==> src/rtl/mp_link_ctrl.sv <==
// Two-board multiplayer session controller: READY handshake, heartbeats,
// loss reporting and link timeout on top of a byte-level UART.
module mp_link_ctrl #(
    parameter int unsigned HEARTBEAT_CYCLES = 6_500_000,
    parameter int unsigned TIMEOUT_CYCLES   = 32_500_000,
    parameter logic [7:0]  CODE_READY       = 8'hA5,
    parameter logic [7:0]  CODE_HEARTBEAT   = 8'h5A,
    parameter logic [7:0]  CODE_LOST        = 8'h3C
) (
    input  logic       clk,
    input  logic       rst,
    input  logic       multiplayer,
    input  logic       player_ready,
    input  logic       game_over,
    input  logic [7:0] rx_data,
    input  logic       rx_valid,
    input  logic       tx_busy,
    output logic [7:0] tx_data,
    output logic       tx_start,
    output logic       opponent_ready,
    output logic       victory,
    output logic       link_lost,
    output logic [2:0] state
);

    localparam int HB_W = $clog2(HEARTBEAT_CYCLES) + 1;
    localparam int TO_W = $clog2(TIMEOUT_CYCLES) + 1;
    localparam logic [HB_W-1:0] HB_LAST = HB_W'(HEARTBEAT_CYCLES - 1);
    localparam logic [TO_W-1:0] TO_MAX  = TO_W'(TIMEOUT_CYCLES);
    localparam logic [TO_W-1:0] TO_LAST = TO_W'(TIMEOUT_CYCLES - 1);

    typedef enum logic [2:0] {
        S_IDLE      = 3'd0,
        S_ANNOUNCE  = 3'd1,
        S_PLAYING   = 3'd2,
        S_LOST      = 3'd3,
        S_WON       = 3'd4,
        S_LINK_DOWN = 3'd5
    } state_t;

    // Encoding order doubles as transmit priority.
    typedef enum logic [1:0] {
        REQ_NONE  = 2'd0,
        REQ_HB    = 2'd1,
        REQ_READY = 2'd2,
        REQ_LOST  = 2'd3
    } req_t;

    state_t          r_state;
    req_t            r_pend;
    logic            r_opp_seen;
    logic            r_victory;
    logic            r_link_lost;
    logic            r_tx_start;
    logic [7:0]      r_tx_data;
    logic [HB_W-1:0] r_hb_cnt;
    logic [TO_W-1:0] r_to_cnt;

    logic            w_rx_ready;
    logic            w_rx_lost;
    logic            w_rx_known;
    logic            w_hb_wrap;
    logic            w_issue;
    req_t            w_req;
    req_t            w_pend_nxt;
    logic [7:0]      w_pend_code;

    assign w_rx_ready = rx_valid && (rx_data == CODE_READY);
    assign w_rx_lost  = rx_valid && (rx_data == CODE_LOST);
    assign w_rx_known = w_rx_ready || w_rx_lost ||
                        (rx_valid && (rx_data == CODE_HEARTBEAT));
    assign w_hb_wrap  = (r_hb_cnt == HB_LAST);
    // The guard on r_tx_start keeps pulses at least one idle cycle apart.
    assign w_issue    = (r_pend != REQ_NONE) && !tx_busy && !r_tx_start;

    always_comb begin
        w_req = REQ_NONE;
        case (r_state)
            S_IDLE:     if (player_ready) w_req = REQ_READY;
            S_ANNOUNCE: if (w_hb_wrap) w_req = REQ_READY;
            S_PLAYING: begin
                if (game_over)      w_req = REQ_LOST;
                else if (w_hb_wrap) w_req = REQ_HB;
            end
            default:    w_req = REQ_NONE;
        endcase
    end

    always_comb begin
        w_pend_nxt = r_pend;
        if (w_issue)
            w_pend_nxt = w_req;
        else if (w_req > r_pend)
            w_pend_nxt = w_req;
    end

    always_comb begin
        case (r_pend)
            REQ_LOST:  w_pend_code = CODE_LOST;
            REQ_READY: w_pend_code = CODE_READY;
            REQ_HB:    w_pend_code = CODE_HEARTBEAT;
            default:   w_pend_code = 8'h00;
        endcase
    end

    always_ff @(posedge clk or negedge rst) begin
        if (!rst) begin
            r_state     <= S_IDLE;
            r_pend      <= REQ_NONE;
            r_opp_seen  <= 1'b0;
            r_victory   <= 1'b0;
            r_link_lost <= 1'b0;
            r_tx_start  <= 1'b0;
            r_tx_data   <= 8'h00;
            r_hb_cnt    <= '0;
            r_to_cnt    <= '0;
        end else if (!multiplayer) begin
            r_state     <= S_IDLE;
            r_pend      <= REQ_NONE;
            r_opp_seen  <= 1'b0;
            r_victory   <= 1'b0;
            r_link_lost <= 1'b0;
            r_tx_start  <= 1'b0;
            r_tx_data   <= 8'h00;
            r_hb_cnt    <= '0;
            r_to_cnt    <= '0;
        end else begin
            r_tx_start <= w_issue;
            if (w_issue)
                r_tx_data <= w_pend_code;
            r_pend <= w_pend_nxt;

            case (r_state)
                S_IDLE: begin
                    if (w_rx_ready)
                        r_opp_seen <= 1'b1;
                    if (player_ready) begin
                        r_hb_cnt <= '0;
                        r_to_cnt <= '0;
                        r_state  <= (r_opp_seen || w_rx_ready) ? S_PLAYING : S_ANNOUNCE;
                    end
                end
                S_ANNOUNCE: begin
                    r_hb_cnt <= w_hb_wrap ? '0 : r_hb_cnt + 1'b1;
                    if (w_rx_ready) begin
                        r_opp_seen <= 1'b1;
                        r_hb_cnt   <= '0;
                        r_to_cnt   <= '0;
                        r_state    <= S_PLAYING;
                    end
                end
                S_PLAYING: begin
                    r_hb_cnt <= w_hb_wrap ? '0 : r_hb_cnt + 1'b1;
                    if (w_rx_known)
                        r_to_cnt <= '0;
                    else if (r_to_cnt != TO_MAX)
                        r_to_cnt <= r_to_cnt + 1'b1;
                    // Local loss outranks a simultaneous remote loss.
                    if (game_over) begin
                        r_state <= S_LOST;
                    end else if (w_rx_lost) begin
                        r_state   <= S_WON;
                        r_victory <= 1'b1;
                    end else if (!w_rx_known && r_to_cnt == TO_LAST) begin
                        r_state     <= S_LINK_DOWN;
                        r_link_lost <= 1'b1;
                    end
                end
                S_LOST, S_WON, S_LINK_DOWN: begin
                    r_state <= r_state;
                end
                default: r_state <= S_IDLE;
            endcase
        end
    end

    assign state          = r_state;
    assign tx_data        = r_tx_data;
    assign tx_start       = r_tx_start;
    assign opponent_ready = r_opp_seen;
    assign victory        = r_victory;
    assign link_lost      = r_link_lost;

endmodule
==> config.mk <==
export PLATFORM = sky130hd
export DESIGN_NAME = mp_link_ctrl
export DESIGN_NICKNAME = d
export VERILOG_FILES = /design/src/rtl/mp_link_ctrl.sv
export SDC_FILE = /design/constraint.sdc
export NUM_CORES = 1
export LEC_CHECK = 0
export BUFFER_PORTS_ARGS = -buffer_cell sky130_fd_sc_hd__buf_2
export CORE_ASPECT_RATIO = 1.4
export CORE_UTILIZATION = 60
export DETAILED_ROUTE_END_ITERATION = 12
export GPL_TIMING_DRIVEN = 1
export PLACE_DENSITY = 0.79
export SLEW_MARGIN = 20
export SYNTH_ARGS = -nofsm -noshare
export SYNTH_HDL_FRONTEND = slang
export SYNTH_SLANG_ARGS = --single-unit
==> constraint.sdc <==
create_clock -name clk -period 5.2 [get_ports clk]
set_clock_uncertainty 0.2 [all_clocks]
set_input_delay 0.78 -clock clk [delete_from_list [all_inputs] [get_ports clk]]
set_output_delay 0.78 -clock clk [all_outputs]
set_load 0.05 [all_outputs]
Yosys cells after proc, flatten, opt, wreduce, memory -nomap -nowiden
Cells that the tools add are included.
{"block": "classes", "magnitude_cmp": 1, "n_addsub": 2, "n_eq_ne": 29, "reduce_logical": 22, "muxes": 43}
{"op": "$mux W26", "n": 5}
{"op": "$mux W24", "n": 4}
{"op": "$pmux W26 S3", "n": 1}
{"op": "$pmux W24 S3", "n": 1}
{"op": "$add A26 B1 Y26 const B", "n": 1}
{"op": "$eq A26 B25 Y1 const B", "n": 1}
{"op": "$ne A26 B25 Y1 const B", "n": 1}
{"op": "$add A24 B1 Y24 const B", "n": 1}
{"op": "$eq A24 B23 Y1 const B", "n": 1}
{"op": "$pmux W8 S3", "n": 1}
{"op": "$mux W3", "n": 6}
{"op": "$mux W8", "n": 2}
{"op": "$mux W1", "n": 14}
{"op": "$mux W2", "n": 7}
{"op": "$pmux W3 S4", "n": 1}
{"op": "$reduce_and A4 Y1", "n": 3}
{"op": "$ne A2 B1 Y1 const B", "n": 5}
{"op": "$eq A8 B6 Y1 const B", "n": 1}
{"op": "$eq A8 B7 Y1 const B", "n": 1}
{"op": "$eq A8 B8 Y1 const B", "n": 1}
{"op": "$ne A2 B2 Y1 const B", "n": 4}
{"op": "$eq A3 B2 Y1 const B", "n": 2}
{"op": "$eq A3 B3 Y1 const B", "n": 2}
{"op": "$logic_and A1 B1 Y1", "n": 6}
{"op": "other kinds (18)", "n": 25}
{"block": "totals", "out_inout_bits": 15, "input_bits": 15, "elab_cells": 106, "register_bits": 67}

Logic depth before layout (Yosys ltp)
{"block": "depth", "word_depth": 11, "ltp_mapped": 12, "mapped_depth_nobuf": 11}

Worst setup path before layout
No wires, ideal clock.
{"block": "synth_path", "path_type": "register -> register", "from": "reg r_hb_cnt[15]", "to": "reg r_pend[1]", "required_time_ns": 4.879, "setup_ns": 0.121, "n_path_buf": 0, "arrival_ns": 2.439, "period_less_slack_ns": 2.760, "path_slack_ns": 2.440, "stages_incl_launch_ff": 11, "cell_sequence": "dfrtp_1 -> or4b_2 -> nor4_1 -> nand4_1 -> a21oi_1 -> ha_1 -> nor2b_1 -> o21ai_0 -> and3_1 -> nor2_1 -> a22o_1"}
{"block": "synth_between", "elab_chain_len": 6, "elab_cells_between_ends": 10, "classes_between": "order compare (1); eq/ne (2); mux (7)"}
{"element": "start: declaration", "line": "56", "source": "logic [HB_W-1:0] r_hb_cnt;"}
{"element": "start signal: assignment", "line": "144", "source": "r_hb_cnt <= w_hb_wrap ? '0 : r_hb_cnt + 1'b1;"}
{"element": "start signal: assignment", "line": "153", "source": "r_hb_cnt <= w_hb_wrap ? '0 : r_hb_cnt + 1'b1;"}
{"element": "$eq A24 B23 Y1 (*)", "line": "72", "source": "assign w_hb_wrap = (r_hb_cnt == HB_LAST);"}
{"element": "$mux W1 or $mux W2 (tied branches)", "line": "83, 80"}
{"element": "$mux W2 or $pmux W2 S3 (tied branches)", "line": "82, 78"}
{"element": "$pmux W2 S3 (*)", "line": "78", "source": "case (r_state)"}
{"element": "$gt A2 B2 Y1 or $mux W2 (tied branches)", "line": "93, 91"}
{"element": "$ne A3 B1 Y1 (no line) or $mux W2 (tied branches)"}
{"element": "end signal: assignment", "line": "131", "source": "r_pend <= w_pend_nxt;"}
{"element": "end: declaration", "line": "50", "source": "req_t r_pend;"}
Every way passes the cells marked *; elsewhere a longest branch is shown, timed or not. The select of a mux whose other input is x is not followed.
A chain may end at the register's enable or synchronous reset.

Worst setup path after layout
Same ends and word-level chain as after synthesis.

==> impl_metrics.toml <==
[status]
status = "completed"

[logic_synthesis]
async_flop_share_pct = 100
synthesis.instances = 461
synth_top_area_share_pct = 38.7
synth_nets = 481
synth-edff-count = 0
synth-seq-cells = 63
ys.flop_type = "dfrtp_1"
synth_cell_types = 63
yosysTopAreaCell = "dfrtp_1"
ys_warn_count = 0
synth_area_um2 = 4070
synth_seq_area_share_pct = 38.7
synthTopCellsByArea = "dfrtp_1 (39%), nand2_1 (3.8%), nor4_1 (3.1%), nor2_1 (3.0%), o21ai_0 (2.8%)"
syn_avg_cell_area_um2 = 8.83

[power_and_ir_drop]
cellLeakagePower_nw = 1.81
p_seq_share_pct = 37.7
power_switching_uw = 602
total_power_mw = 1.49
comb_power_share_pct = 34.9
p_per_area_nw_per_um2 = 336
clkPwrFrac_pct = 27.3
p_int_uw = 885
peakVddDrop_mv = 0.209
netSwitchingFraction_pct = 40.5

[finish]
multi_input_area_um2 = 2350
drive_above_1_share_pct = 14.3
area_growth_pct = 8.73
nets = 497
fillers = 541
fin_cells = 555
num_antenna_cells = 0
layout_commonest_cell = "dfrtp_1"
final_cell_mix = "dfrtp_1 (63), nand2_1 (41), nor2_1 (33)"
postLayoutCellArea_um2 = 4420
final-seq-area_um2 = 1580

[hold_path]
hold_depth = 2
min-delay-start = "link_lost"
hold_path_class = "reg2reg"
hold-path-endpoint = "link_lost"

[placement]
place.gp.congestion = 0.902
dp.cells = 540
dp_hpwl_um = 6410
io_buffers = 29
place_area_um2 = 4230

[cts]
cts_hold_buf = 0
cts_resized = 0
h-tree-depth = 3
cts_root_buffer = "clkbuf_8"
cts_buffer_depth = 2
clk_latency_ns = 0.34
cts_tree = "yes"
cts.sinks = 63
post_cts_buffers = 0
path_clk_slew_ns = 0.07
cts_made_buffers = 9

[drt]
drcViolationCount = 0
wl_met1_um = 4070
routedWlPerCell_um = 17.2
vias_per_cell = 6.70
dr.pass1.iters = 5
topRoutingLayerUsed = "met4"
vias = 3720
ant_nets = 0
drtIter0Drc = 274
met3WireLength_um = 385
routed_wl_um = 9530
dr_wl_met2_um = 4940

[global_route]
grt_antenna_before_repair = 0
grt_overflow = 0
grt_pass1_vias = 3384
grt_max_degree = 64
grt_pass1_wl_um = 15600
track_usage_pct = 27.4

[worst_setup_path]
reg2reg_to = "r_pend[1]"
worstPathRequired_ns = 5.23
rrSetupSlack_ns = 2.08
cp_max_fo = 4
critPathCaptureType = "flip-flop"
reg2reg_depth = 10
reg2reg_from = "r_hb_cnt[15]"
arrival_ns = 3.15
critPathLaunchType = "flip-flop"
crit_type = "reg2reg"

[floorplanning]
io_pins = 30
die_area_um2 = 7120
num_rows = 35
initial_core_util_pct = 61.9
fp.coreArea_um2 = 6570
die_h_um = 99.4
die_width_um = 71.6

[sta]
setup_viol_count_final = 0
fin_crit_sh_pct = 60.1
drv_slew = 0
fmax_ghz = 0.320
hold_ws_ns = 0.307
hold_viol = 0
grt_setup_unrepaired = "no"
slew-limit-headroom_pct = 35.2
max_slew.worst_pin.slew_ns = 0.973
timing.final.crit_period_ns = 3.12
setup_tns_ns = 0

[run]
maxCapViolCount = 0
==> kinds of logic (layout without fill, tap and decap cells) <==
logic type	count (synthesis)	count (layout)	synth area share [%]
XOR/XNOR	7	7	1.51
adder cells (fa/ha/maj)	5	5	1.54
buffers and inverters	42	62	4.40
AO/OA/AOI/OAI	111	111	19.3
multiplexers	9	9	2.24
flip-flops	63	63	38.7
AND/OR/NAND/NOR	224	224	32.3
==> layer usage <==
layer,GRT usage (%),vias up
li1,-,1799
met1,34.7,1803
met2,47.2,102
met3,4.56,16
met4,9.05,0
met5,0,-
==> state kept, by name, indices dropped and copies added, names as in the netlist <==
name and cells:
link_lost 1, opponent_ready 1, r_hb_cnt 24, r_pend 2, r_to_cnt 26, state 3, tx_data 4, tx_start 1
victory 1
==> power groups by stage <==
stage | sequential [mW] | clock [mW] | combinational (mW)
5_1_grt | 0.568 | 0.428 | 0.567
3_5_place_dp | 0.570 | 0 | 0.510
4_1_cts | 0.560 | 0.412 | 0.512
6_report | 0.561 | 0.406 | 0.519
3_3_place_gp | 0.569 | 0 | 0.500
2_1_floorplan | 0.593 | 0 | 0.361
==> cells in the mapped netlist, drive strengths merged, types with 9 or more instances <==
master,n
and4,9
o21ai,25
a22o,12
nor3,12
and3,14
a21oi,23
clkbuf,20
nor4,21
buf,9
nand2,41
o31ai,10
dfrtp,63
inv,12
or4,10
nor2,33
nand3,19
nand4,17
==> area by class of cell <==
cell class / count / area share [%]
Clock buffer: 10 / 2.88
Clock inverter: 5 / 1.13
Inverter: 13 / 1.10
Multi-Input combinational cell: 356 / 53.0
Sequential cell: 63 / 35.6
Tap cell: 74 / 2.09
Timing Repair Buffer: 34 / 4.13
==> critical path, cell delays in order, from the launching register on <==
cell,delay (ns)
dfrtp_1,0.42
or4b_2,0.72
nor4_1,0.25
nand4_1,0.14
a21oi_1,0.24
ha_1,0.27
nor2b_1,0.13
o21ai_0,0.16
and3_1,0.25
nor2_1,0.06
a22o_1,0.18
==> worst max-delay path by stage <==
| stage | from | endpoint | slack, ns | cells past startpoint |
|---|---|---|---|---|
| 6_report | r_hb_cnt[15] | r_pend[1] | 2.08 | 10 |
| 5_1_grt | r_hb_cnt[15] | r_pend[1] | 1.95 | 10 |
| 4_1_cts | r_hb_cnt[15] | r_pend[1] | 2.14 | 10 |
| 3_5_place_dp | multiplayer | r_to_cnt[20] | 2.02 | 6 |
| 3_3_place_gp | multiplayer | r_to_cnt[20] | 2.10 | 6 |
| 2_1_floorplan | r_hb_cnt[15] | r_pend[1] | 2.44 | 10 |
==> stage by stage <==
step | worst slack [ns] | util, %
after global routing | 1.95 | 67.4
after detailed placement | 2.02 | 64.3
after global placement | 2.10 | 64.3
after floorplan | 2.44 | -
final | 2.08 | 67.4
after CTS | 2.14 | 67.0
Power figures use the tool's default switching activity.
